==> src/rtl/fsb_axis_packer.sv <==
// Packs 80-bit FSB packets four to a 512-bit AXI-Stream beat; partial beats flush on idle timeout or flush_i.
// Latency: 4th packet accepted in cycle t -> xfer in t+1 -> axis_tvalid_o in t+2.
// Backpressure: holds 8 packets (accumulator + output register); fsb_yumi_o drops when both are full and tready is low.
module fsb_axis_packer #(
  parameter int fsb_width_p     = 80,
  parameter int slot_width_p    = 128,
  parameter int axis_width_p    = 512,
  parameter int flush_timeout_p = 16
) (
  input  logic                      clk_i,
  input  logic                      reset_i,
  input  logic                      en_i,
  input  logic                      flush_i,
  input  logic                      fsb_v_i,
  input  logic [fsb_width_p-1:0]    fsb_data_i,
  output logic                      fsb_yumi_o,
  output logic                      axis_tvalid_o,
  output logic [axis_width_p-1:0]   axis_tdata_o,
  output logic [axis_width_p/8-1:0] axis_tkeep_o,
  output logic                      axis_tlast_o,
  input  logic                      axis_tready_i,
  output logic [31:0]               pkt_count_o,
  output logic [31:0]               beat_count_o
);

  localparam int slots_lp      = axis_width_p / slot_width_p;
  localparam int keep_width_lp = axis_width_p / 8;
  localparam int slot_bytes_lp = slot_width_p / 8;
  localparam int cnt_width_lp  = $clog2(slots_lp + 1);

  logic [cnt_width_lp-1:0]  r_slot_cnt;
  logic [31:0]              r_idle_cnt;
  logic                     r_flush_pending;
  logic [axis_width_p-1:0]  r_acc;
  logic                     r_out_v;
  logic                     r_out_last;
  logic [axis_width_p-1:0]  r_out_data;
  logic [keep_width_lp-1:0] r_out_keep;
  logic [31:0]              r_pkt_count;
  logic [31:0]              r_beat_count;

  logic                     w_full;
  logic                     w_xfer;
  logic                     w_yumi;
  logic                     w_handoff;
  logic                     w_nonempty_next;
  logic                     w_idle_clr;
  logic                     w_timeout_hit;
  logic [cnt_width_lp-1:0]  w_slot;
  logic [axis_width_p-1:0]  w_acc_next;
  logic [keep_width_lp-1:0] w_keep;

  assign w_full    = (r_slot_cnt == cnt_width_lp'(slots_lp));
  assign w_xfer    = (w_full | (r_flush_pending & (r_slot_cnt != '0))) & (~r_out_v | axis_tready_i);
  // Nothing is accepted while reset is asserted, so a packet can never slip past a reset.
  assign w_yumi    = ~reset_i & fsb_v_i & en_i & ~r_flush_pending & (~w_full | w_xfer);
  assign w_slot    = w_xfer ? '0 : r_slot_cnt;
  assign w_handoff = r_out_v & axis_tready_i;

  // A flush request only sticks if the accumulator still holds data after this cycle;
  // otherwise it would wait forever for a beat that can never be built.
  assign w_nonempty_next = w_yumi | ((r_slot_cnt != '0) & ~w_xfer);
  assign w_idle_clr      = w_yumi | (r_slot_cnt == '0) | r_flush_pending;
  assign w_timeout_hit   = (flush_timeout_p != 0) & ~w_idle_clr &
                           (r_idle_cnt == 32'(flush_timeout_p - 1));

  // Next accumulator: cleared on xfer, then the accepted packet lands in its slot (upper slot bits stay zero)
  always_comb begin
    w_acc_next = w_xfer ? '0 : r_acc;
    for (int n = 0; n < slots_lp; n++) begin
      if (w_yumi && (w_slot == cnt_width_lp'(n))) begin
        w_acc_next[n*slot_width_p +: fsb_width_p] = fsb_data_i;
      end
    end
  end

  // Byte enables for every slot currently filled in the accumulator
  always_comb begin
    w_keep = '0;
    for (int n = 0; n < slots_lp; n++) begin
      if (r_slot_cnt > cnt_width_lp'(n)) begin
        w_keep[n*slot_bytes_lp +: slot_bytes_lp] = '1;
      end
    end
  end

  // Accumulator, slot count, idle timer and pending-flush flag
  always_ff @(posedge clk_i) begin
    if (reset_i) begin
      r_acc           <= '0;
      r_slot_cnt      <= '0;
      r_idle_cnt      <= '0;
      r_flush_pending <= 1'b0;
    end else begin
      r_acc <= w_acc_next;
      if (w_yumi) begin
        r_slot_cnt <= w_slot + cnt_width_lp'(1);
      end else if (w_xfer) begin
        r_slot_cnt <= '0;
      end
      r_idle_cnt      <= w_idle_clr ? '0 : r_idle_cnt + 32'd1;
      r_flush_pending <= (r_flush_pending & ~w_xfer) |
                         ((flush_i | w_timeout_hit) & w_nonempty_next);
    end
  end

  // Output register: loads on xfer, holds while stalled, drops valid on handoff
  always_ff @(posedge clk_i) begin
    if (reset_i) begin
      r_out_v    <= 1'b0;
      r_out_last <= 1'b0;
      r_out_data <= '0;
      r_out_keep <= '0;
    end else if (w_xfer) begin
      r_out_v    <= 1'b1;
      r_out_last <= r_flush_pending;
      r_out_data <= r_acc;
      r_out_keep <= w_keep;
    end else if (axis_tready_i) begin
      r_out_v    <= 1'b0;
    end
  end

  // Free-running packet and beat counters, wrapping modulo 2^32
  always_ff @(posedge clk_i) begin
    if (reset_i) begin
      r_pkt_count  <= '0;
      r_beat_count <= '0;
    end else begin
      r_pkt_count  <= r_pkt_count + 32'(w_yumi);
      r_beat_count <= r_beat_count + 32'(w_handoff);
    end
  end

  assign fsb_yumi_o    = w_yumi;
  assign axis_tvalid_o = r_out_v;
  assign axis_tdata_o  = r_out_data;
  assign axis_tkeep_o  = r_out_keep;
  assign axis_tlast_o  = r_out_last;
  assign pkt_count_o   = r_pkt_count;
  assign beat_count_o  = r_beat_count;

endmodule

==> config.mk <==
export PLATFORM = sky130hd
export DESIGN_NAME = fsb_axis_packer
export DESIGN_NICKNAME = d
export VERILOG_FILES = /design/src/rtl/fsb_axis_packer.sv
export SDC_FILE = /design/constraint.sdc
export NUM_CORES = 1
export LEC_CHECK = 0
export CAP_MARGIN = 20
export CORE_UTILIZATION = 40
export CTS_CLUSTER_SIZE = 14
export DETAILED_ROUTE_END_ITERATION = 12
export PLACE_DENSITY = 0.69
export SYNTH_ARGS = -nofsm -noshare
export SYNTH_HDL_FRONTEND = slang
export SYNTH_SLANG_ARGS = --single-unit
==> constraint.sdc <==
create_clock -name clk_i -period 3.1 [get_ports clk_i]
set_input_delay 0.62 -clock clk_i [delete_from_list [all_inputs] [get_ports clk_i]]
set_output_delay 0.62 -clock clk_i [all_outputs]
set_load 0.02 [all_outputs]
==> metrics.txt <==
outcome=finished clean; Die W=281 um; Via-to-Cell Ratio=5.63; # port buffers=about 540; Critical Path RT=approximately 2.5 ns; Rows=102; Warnings, synthesis=0; area added between synthesis and finish=25.1%; Leak=12.3 nW; Synth top area share=0.479; Cells after DPL=roughly 5000; Setup-failing EPs final=0; top post-synthesis cells by count=752 x nand2_1, 746 x dfxtp_1, 700 x a21oi_1, 305 x clkbuf_1, 266 x nand4_1; vias post-DR=28900; DR iter-0 viols=2840; fin crit period=2.92 ns; Clock Skew=around 0.015 ns; DIE AREA=79100 um2; Crit. End Element=output port; area of the mapped netlist=31200 um2; global placement routability congestion=0.828; area leader, netlist=dfxtp_1; Place WS=-0.107 ns; hold violation total from the final report=0; Seq cells post-synth=roughly 750; io pins=between 700 and 800; Core Util, Final=0.505; most common cell in the synthesized netlist=nand2_1; average wire per standard cell=19.5 um; Worst-path clk slew=0.06 ns; max-slew violation count=0; Worst VDD drop=0.353 mV; filler cell count=7370; first-pass GRT wire length=~150000 um; number of global-route vias before repair=26400; share of layout cells above drive strength 1=0.0588; CP arrival=2.30 ns; WHS=0.441 ns; Synth Instances=3782; CTS tree=built; Clock Sinks=746; worst skew pair latency=0.62 ns; drt pass-1 iters=6; Placeable Area=~77000 um2; setup slack, reg-to-reg=~0.38 ns; Post-CTS Hold Fix Bufs=0; prevailing post-synth register cell=dfxtp_1; Fmax=342 MHz; Netlist cell types=48; initial antenna violation count=4; grt total ovfl=0; worst setup margin=0.179 ns; initial core utilization=0.403; CP max FO=10; Root Buffer=clkbuf_16; unrepaired setup endpoints after global routing=no; number of synthesized flops with an enable pin=0; ys async rst share=0; Synth Area per Inst=8.25 um2; Bufs on Longest Clock Path=3; number of buffers created by CTS=82; Finished Layout Cells=5138; crit start category=register; HP Class=reg -> reg; post_cts resized=0; net count reported at finish=4132; post-route ant nets=0; P per Cell Area=about 530 nW/um2; WS Path Type=reg -> out; htree depth=3; Slew headroom=0.184; post-synthesis sequential area ratio=0.479; final period utilization=0.942; Total GRT Usage=0.240; die height=281 um; Worst Tran Pin Value=roughly 1.2 ns; Detailed Place HPWL=60200 um; largest cells by area after synthesis=dfxtp_1 48%, a21oi_1 11%, nand2_1 9.0%; maxcap violations=0; drt drc=0; largest net degree at the start of global routing=230; post-CTS setup buffers=0; routed wire length=between 100000 and 150000 um
==> cell families after synthesis <==
| group | share of synthesized area |
|---|---|
| AO/OA/AOI/OAI | 0.195 |
| adder cells (fa/ha/maj) | 0.00441 |
| multiplexers | 0.00140 |
| XOR/XNOR | 0.00983 |
| AND/OR/NAND/NOR | 0.197 |
| buffers and inverters | 0.114 |
| flip-flops | 0.479 |
| other | 0.000120 |
==> state kept, by name (all words and copies together), names as in the netlist <==
register / count
axis_tdata_o: 320
axis_tkeep_o: 4
axis_tlast_o: 1
axis_tvalid_o: 1
beat_count_o: 32
pkt_count_o: 32
r_acc: 320
r_flush_pending: 1
r_idle_cnt: 32
r_slot_cnt: 3
==> per-stage QoR <==
stage | TNS, ns | instance area [um2] | power [mW]
2_1_floorplan | 0 | 31900 | 10.7
3_3_place_gp | -0.156 | 36300 | 10.9
3_5_place_dp | -0.273 | 36300 | 10.9
4_1_cts | 0 | 39000 | 20.7
5_1_grt | 0 | 39000 | 21.2
6_report | 0 | 39000 | 20.6
==> cells in the final DEF (no fill, tap or decap), types with 3 or more instances in the layout <==
cell type,instances
dfxtp_1,746
ha_1,8
nor2_1,44
buf_12,33
o31ai_1,32
clkbuf_8,11
xor2_1,23
clkdlybuf4s50_1,535
and4_1,10
ha_4,3
o311ai_0,240
o21ai_0,24
nor3_1,10
bufinv_16,6
or3_1,21
conb_1,192
a21oi_1,698
and3_1,14
buf_4,58
clkbuf_16,83
and2_1,6
nand3_1,117
or4_1,38
clkinv_8,3
nor2b_1,9
nor4_1,10
xnor2_1,12
inv_1,15
nand2_1,752
mux2_2,3
clkbuf_1,20
nand4_1,266
clkinv_2,15
==> layer usage <==
metal | track usage | vias to the layer above | routed length [um]
li1 | - | 13600 | -
met4 | 0.0836 | 2 | 2720
met3 | 0.0525 | 146 | 8030
met1 | 0.316 | 14100 | 42100
met2 | 0.388 | 1128 | 47400
met5 | 0 | - | 12
==> report_power, final <==
part	internal (mW)	leakage (nW)	switching [mW]
combinational	0.235	4.99	0.790
clock	5.74	1.33	4.12
sequential	9.64	6.01	0.0277
==> final cells by class <==
cell class,instances,area (um2),share of cell area
Antenna cell,2,5.00,0.000128
Inverter,18,70.1,0.00180
Timing Repair Buffer,627,6470,0.166
Tap cell,1040,1300,0.0333
Clock inverter,31,414,0.0106
Multi-Input combinational cell,2560,13500,0.347
Clock buffer,114,2300,0.0590
Sequential cell,746,14900,0.383
==> path summary, 6_finish.rpt <==
check             cells past startpoint           from                end
setup / recovery                      4  r_slot_cnt[2]         fsb_yumi_o
hold reg to reg                       2     r_acc[310]  axis_tdata_o[310]
setup reg to reg                     10  r_slot_cnt[1]         r_acc[411]
hold / removal                        2     r_acc[310]  axis_tdata_o[310]
==> worst max-delay path: stages (launching register included) <==
cell	delay [ns]
dfxtp_1	0.32
buf_4	0.19
nor3b_1	0.42
a21oi_1	0.16
clkdlybuf4s50_1	0.58
Power figures use the tool's default switching activity.
